==> config.mk <==
export PLATFORM = sky130hd
export DESIGN_NAME = zapper_hit_detector
export DESIGN_NICKNAME = d
export VERILOG_FILES = /design/src/rtl/zapper_hit_detector.sv
export SDC_FILE = /design/constraint.sdc
export NUM_CORES = 1
export LEC_CHECK = 0
export BUFFER_PORTS_ARGS = -buffer_cell sky130_fd_sc_hd__buf_4
export CAP_MARGIN = 40
export CORE_MARGIN = 4
export CORE_UTILIZATION = 55
export CTS_BUF_LIST = sky130_fd_sc_hd__clkbuf_8
export DETAILED_ROUTE_END_ITERATION = 6
export PLACE_DENSITY_LB_ADDON = 0.05
export SYNTH_ARGS = -nofsm -noshare
export SYNTH_HDL_FRONTEND = slang
export SYNTH_SLANG_ARGS = --single-unit
export TNS_END_PERCENT = 20
==> constraint.sdc <==
create_clock -name clk -period 5.6 [get_ports clk]
set_input_delay 0.28 -clock clk [delete_from_list [all_inputs] [get_ports clk]]
set_output_delay 0.28 -clock clk [all_outputs]
set_load 0.05 [all_outputs]
==> src/rtl/zapper_hit_detector.sv <==
// zapper_hit_detector
// Light-gun shot scoring for the Duck Hunt display loop. The raw trigger
// and photodiode inputs are synchronized, the trigger is debounced, and a
// press starts a two-frame flash sequence (all-black, then white target).
// The photodiode is integrated over active video in each flash frame.
// A shot is a hit only when light is seen in the target frame and not in
// the black frame, so pointing the gun at a lamp scores a miss.
//
// Handshake with the rest of the display loop: there is no valid/ready
// pair here. frame_start and valid are free-running inputs from vga and
// are never stalled. flash_black and flash_target are level requests
// that pattern_gen follows for whole frames. hit and miss are
// single-cycle strobes. All outputs are registered.

module zapper_hit_detector #(
    parameter int DEBOUNCE_CYCLES = 250000,
    parameter int DETECT_MIN      = 16
) (
    input  logic       clk,
    input  logic       reset,
    input  logic       trigger,
    input  logic       detect,
    input  logic       frame_start,
    input  logic       valid,
    output logic       flash_black,
    output logic       flash_target,
    output logic       hit,
    output logic       miss,
    output logic       busy,
    output logic [3:0] score
);

    // The debounce counter spans 0 .. DEBOUNCE_CYCLES-1.
    // The level flips on the cycle that completes DEBOUNCE_CYCLES
    // consecutive cycles of disagreement.
    localparam int DEB_W = (DEBOUNCE_CYCLES > 1) ? $clog2(DEBOUNCE_CYCLES) : 1;
    localparam logic [DEB_W-1:0] DEB_LAST = DEB_W'(DEBOUNCE_CYCLES - 1);

    // The detect counter spans 0 .. DETECT_MIN and saturates at the top.
    localparam int DET_W = $clog2(DETECT_MIN + 1);
    localparam logic [DET_W-1:0] DET_FULL = DET_W'(DETECT_MIN);

    typedef enum logic [2:0] {
        IDLE     = 3'd0,
        ARM      = 3'd1,
        BLACK    = 3'd2,
        TARGET   = 3'd3,
        RESOLVE  = 3'd4,
        COOLDOWN = 3'd5
    } state_t;

    state_t state;
    state_t next_state;

    logic             trig_s1;
    logic             trig_s2;
    logic             det_s1;
    logic             det_s2;
    logic             deb_level;
    logic             deb_prev;
    logic [DEB_W-1:0] deb_cnt;
    logic [DET_W-1:0] det_cnt;
    logic             lit_black;
    logic             lit_target;
    logic             press;
    logic             det_full;
    logic             target_exit;
    logic             shot_good;

    // Two-flop synchronizers for both asynchronous inputs
    always_ff @(posedge clk) begin
        if (reset) begin
            trig_s1 <= 1'b0;
            trig_s2 <= 1'b0;
            det_s1  <= 1'b0;
            det_s2  <= 1'b0;
        end else begin
            trig_s1 <= trigger;
            trig_s2 <= trig_s1;
            det_s1  <= detect;
            det_s2  <= det_s1;
        end
    end

    // Debounce: count while the synchronized trigger disagrees with the
    // debounced level, then flip the level once the count completes
    always_ff @(posedge clk) begin
        if (reset) begin
            deb_level <= 1'b0;
            deb_cnt   <= '0;
        end else if (trig_s2 == deb_level) begin
            deb_cnt <= '0;
        end else if (deb_cnt == DEB_LAST) begin
            deb_level <= trig_s2;
            deb_cnt   <= '0;
        end else begin
            deb_cnt <= deb_cnt + DEB_W'(1);
        end
    end

    // Delayed copy of the debounced level for rising-edge detection
    always_ff @(posedge clk) begin
        if (reset) begin
            deb_prev <= 1'b0;
        end else begin
            deb_prev <= deb_level;
        end
    end

    assign press = deb_level & ~deb_prev;

    // Light integration over active video. The counter clears on every
    // frame_start, and the detect sample in that cycle is dropped.
    always_ff @(posedge clk) begin
        if (reset) begin
            det_cnt <= '0;
        end else if (frame_start) begin
            det_cnt <= '0;
        end else if (valid && det_s2 && (det_cnt != DET_FULL)) begin
            det_cnt <= det_cnt + DET_W'(1);
        end
    end

    assign det_full    = (det_cnt == DET_FULL);
    assign target_exit = (state == TARGET) && frame_start;
    // The result is decided at the target-exit edge so that hit, miss and
    // score can be registered and be visible during RESOLVE itself.
    assign shot_good   = det_full && !lit_black;

    // State register
    always_ff @(posedge clk) begin
        if (reset) begin
            state <= IDLE;
        end else begin
            state <= next_state;
        end
    end

    // Next-state logic. Presses outside IDLE are ignored. COOLDOWN waits
    // for the trigger to be released, so holding the trigger never re-fires.
    always_comb begin
        next_state = state;
        case (state)
            IDLE:     if (press)       next_state = ARM;
            ARM:      if (frame_start) next_state = BLACK;
            BLACK:    if (frame_start) next_state = TARGET;
            TARGET:   if (frame_start) next_state = RESOLVE;
            RESOLVE:                   next_state = COOLDOWN;
            COOLDOWN: if (!deb_level)  next_state = IDLE;
            default:                   next_state = IDLE;
        endcase
    end

    // Latch the per-frame light verdicts at each flash-frame exit
    always_ff @(posedge clk) begin
        if (reset) begin
            lit_black  <= 1'b0;
            lit_target <= 1'b0;
        end else begin
            if ((state == BLACK) && frame_start) begin
                lit_black <= det_full;
            end
            if (target_exit) begin
                lit_target <= det_full;
            end
        end
    end

    // Registered outputs, derived from the state being entered
    always_ff @(posedge clk) begin
        if (reset) begin
            flash_black  <= 1'b0;
            flash_target <= 1'b0;
            busy         <= 1'b0;
            hit          <= 1'b0;
            miss         <= 1'b0;
        end else begin
            flash_black  <= (next_state == BLACK);
            flash_target <= (next_state == TARGET);
            busy         <= (next_state != IDLE);
            hit          <= target_exit && shot_good;
            miss         <= target_exit && !shot_good;
        end
    end

    // Saturating hit counter; the new value appears with the hit pulse
    always_ff @(posedge clk) begin
        if (reset) begin
            score <= 4'd0;
        end else if (target_exit && shot_good && (score != 4'd15)) begin
            score <= score + 4'd1;
        end
    end

    // In RESOLVE the registered strobes must agree with the latched verdicts
    a_resolve_hit : assert property (@(posedge clk) disable iff (reset)
        (state == RESOLVE) |-> (hit == (lit_target && !lit_black)));

    a_resolve_miss : assert property (@(posedge clk) disable iff (reset)
        (state == RESOLVE) |-> (miss == !(lit_target && !lit_black)));

    a_strobe_excl : assert property (@(posedge clk) disable iff (reset)
        !(hit && miss));

endmodule

==> flow_summary.toml <==
[floorplan]
core_area_mm2 = 0.00308
ioPinCount = 15
die_x_um = 65.0
start_util_pct = 58.0
rows = 20
die_area_mm2 = 0.00422
chipHeight_um = 65.0

[grt]
grt_pass1_vias = 1319
grt_start_max_net_pins = 22
antenna_found_initial = 0
grt_use_total_pct = 17.2
gr-total-overflow = 0
grt_pass1_wl_mm = 5.72

[yosys]
ys_async_sr_fraction_pct = 0
netlist_area_mm2 = 0.00179
synth_area_leaders = "dfxtp_1 (47%), nor2_1 (7.1%), xnor2_1 (6.9%)"
synth_edf_count = 0
synth_largest_area_cell = "dfxtp_1"
ys_ff_latch = 42
yosys_warnings = 0
synth_fp_nets = 198
yosys-top-cells-count = "dfxtp_1 (42), nor2_1 (34), xnor2_1 (14)"
netlist.area_leader.share_pct = 47.1
ys_types = 39
synthCells = 188
avgSynthCellArea_um2 = 9.50
ys_seq_area_share_pct = 47.1
synth_most_common_cell = "dfxtp_1"
synth_top_flop_cell = "dfxtp_1"

[power_and_ir_drop]
ir_drop_mv = 0.197
powerDensity_mw_per_mm2 = 268
p_leak_uw = 0.000713

[timing]
post-route-min-period_ps = 2160
drv_slew = 0
setup_viol = 0
fin_crit_sh_pct = 38.5
skew_ps = 6.83
grt_setup_unrepaired = "false"
clock.fmax_mhz = 464
fin_worst_hold_slack_ps = 208
slew_headroom_pct = 37.9
hold_violations = 0
tightest_slew_ps = 928
fin_setup_tns_ps = 0

[cells_and_area]
postLayoutCoreUtil_pct = 66.3
num_antenna_cells = 0
area_delta_synth_final_pct = 14.3
layout-drive-gt1-share_pct = 13.7
fillers = 259
seq_area_um2 = 841
final_cell_area_mm2 = 0.00204
final_nets = 215
multi_input_area_um2 = 901

[cts]
ctsHtreeMaxLevel = 2
cts_setup_buffers = 0
clockRootBuffer = "clkbuf_8"
cts_tree = "yes"
clock_path_buffers = 2
clkSinkCount = 42
numCtsBuffers = 5
path_clk_slew_ps = 80
worst_skew_pair.late_latency_ps = 280
hold_buffers = 0
cts_resized = 0

[routing]
drtAntennaViolNets = 0
first_pass_iters = 4
drcViolationCount = 0
route.detailed.wl_per_inst_um = 12.5
drt_iter0_markers = 79
drt-vias-per-instance = 5.25
route.vias.total = 1308
routed_wl_mm = 3.11

[placed_design]
io_buffer_count = 14
hpwlAfterDp_mm = 2.15
place_area_mm2 = 0.00193
place.gp.congestion = 0.888

[job]
drv_cap = 0

[critical_path]
worstSetupStartpointType = "register"
crit_path_end_kind = "register"
worstSetupPathType = "register to register"
cp.arrival_ps = 2280
cp-startpoint = "deb_cnt[0]$_SDFF_PP0_"
reg2reg_slack_ps = 3440
path_max_fanout = 18
rr_startpoint = "deb_cnt[0]$_SDFF_PP0_"
cp.required_ps = 5730

[hold_path]
min_path_type = "primary input to register"
hold_start = "trigger"

[outcome]
outcome = "finished, final reports clean"
state kept, by name (all words and copies together), names as in the netlist, 3 cells and up:
register	flops
state	3
score	4
deb_cnt	18
det_cnt	5
path summary, 6_finish.rpt:
path,endpoint,depth (start not counted)
setup / recovery,deb_cnt[4]$_SDFF_PP0_,4
hold / removal,trig_s1$_SDFF_PP0_,2
setup reg to reg,deb_cnt[4]$_SDFF_PP0_,4
hold reg to reg,det_s2$_SDFF_PP0_,1
stage by stage:
step                      worst slack [ps]  power, uW  instances
final                                 3440        548        249
after global routing                  3270        573        249
after CTS                             3440        554        249
after detailed placement              3460        318        242
after global placement                3590        318        242
after floorplan                       3810        314        188
routing by layer:
metal	track usage [%]	vias up	part of all wire [%]
met1	20.1	609	45
met3	3.99	4	2.6
li1	-	679	-
met4	7.65	0	1.1
met2	29.6	16	51
met5	0	-	0
critical path, stage by stage (launching register included):
cell,delay [ps]
dfxtp_1,400
ha_1,210
nand3_1,300
o41ai_4,950
nor2_1,150
cell type report:
class | count | share of cell area (%)
Multi-Input combinational cell | 135 | 44.1
Clock buffer | 6 | 4.05
Clock inverter | 1 | 1.47
Inverter | 7 | 1.29
Sequential cell | 42 | 41.2
Timing Repair Buffer | 14 | 5.15
Tap cell | 44 | 2.70
cell families after synthesis:
| kind of cell | share of synthesized area, % |
|---|---|
| buf+inv | 2.45 |
| simple gates | 28.2 |
| mux | 3.01 |
| xor+xnor | 10.8 |
| fa+ha+maj | 2.80 |
| compound gates | 5.61 |
| flops | 47.1 |
power by group:
part / leakage [uW] / internal [uW] / switching (uW)
clock network: 0.0000573 / 143 / 93.7
registers: 0.000339 / 300 / 0.894
logic: 0.000317 / 4.59 / 5.72
cell usage in the layout, fill, tap and decap left out, types with 6 or more instances in the layout:
| cell type | synthesis | layout |
|---|---|---|
| dfxtp_1 | 42 | 42 |
| nor2_1 | 34 | 34 |
| xnor2_1 | 14 | 14 |
| buf_4 | 0 | 14 |
| xor2_1 | 8 | 8 |
| nor2b_1 | 8 | 8 |
| inv_1 | 7 | 7 |
| nand2_1 | 7 | 7 |
| nand3_1 | 7 | 7 |
| nand4_1 | 7 | 7 |
| nor4_1 | 6 | 6 |
| clkbuf_8 | 0 | 6 |
No activity file was read; power rests on OpenSTA's default activity.
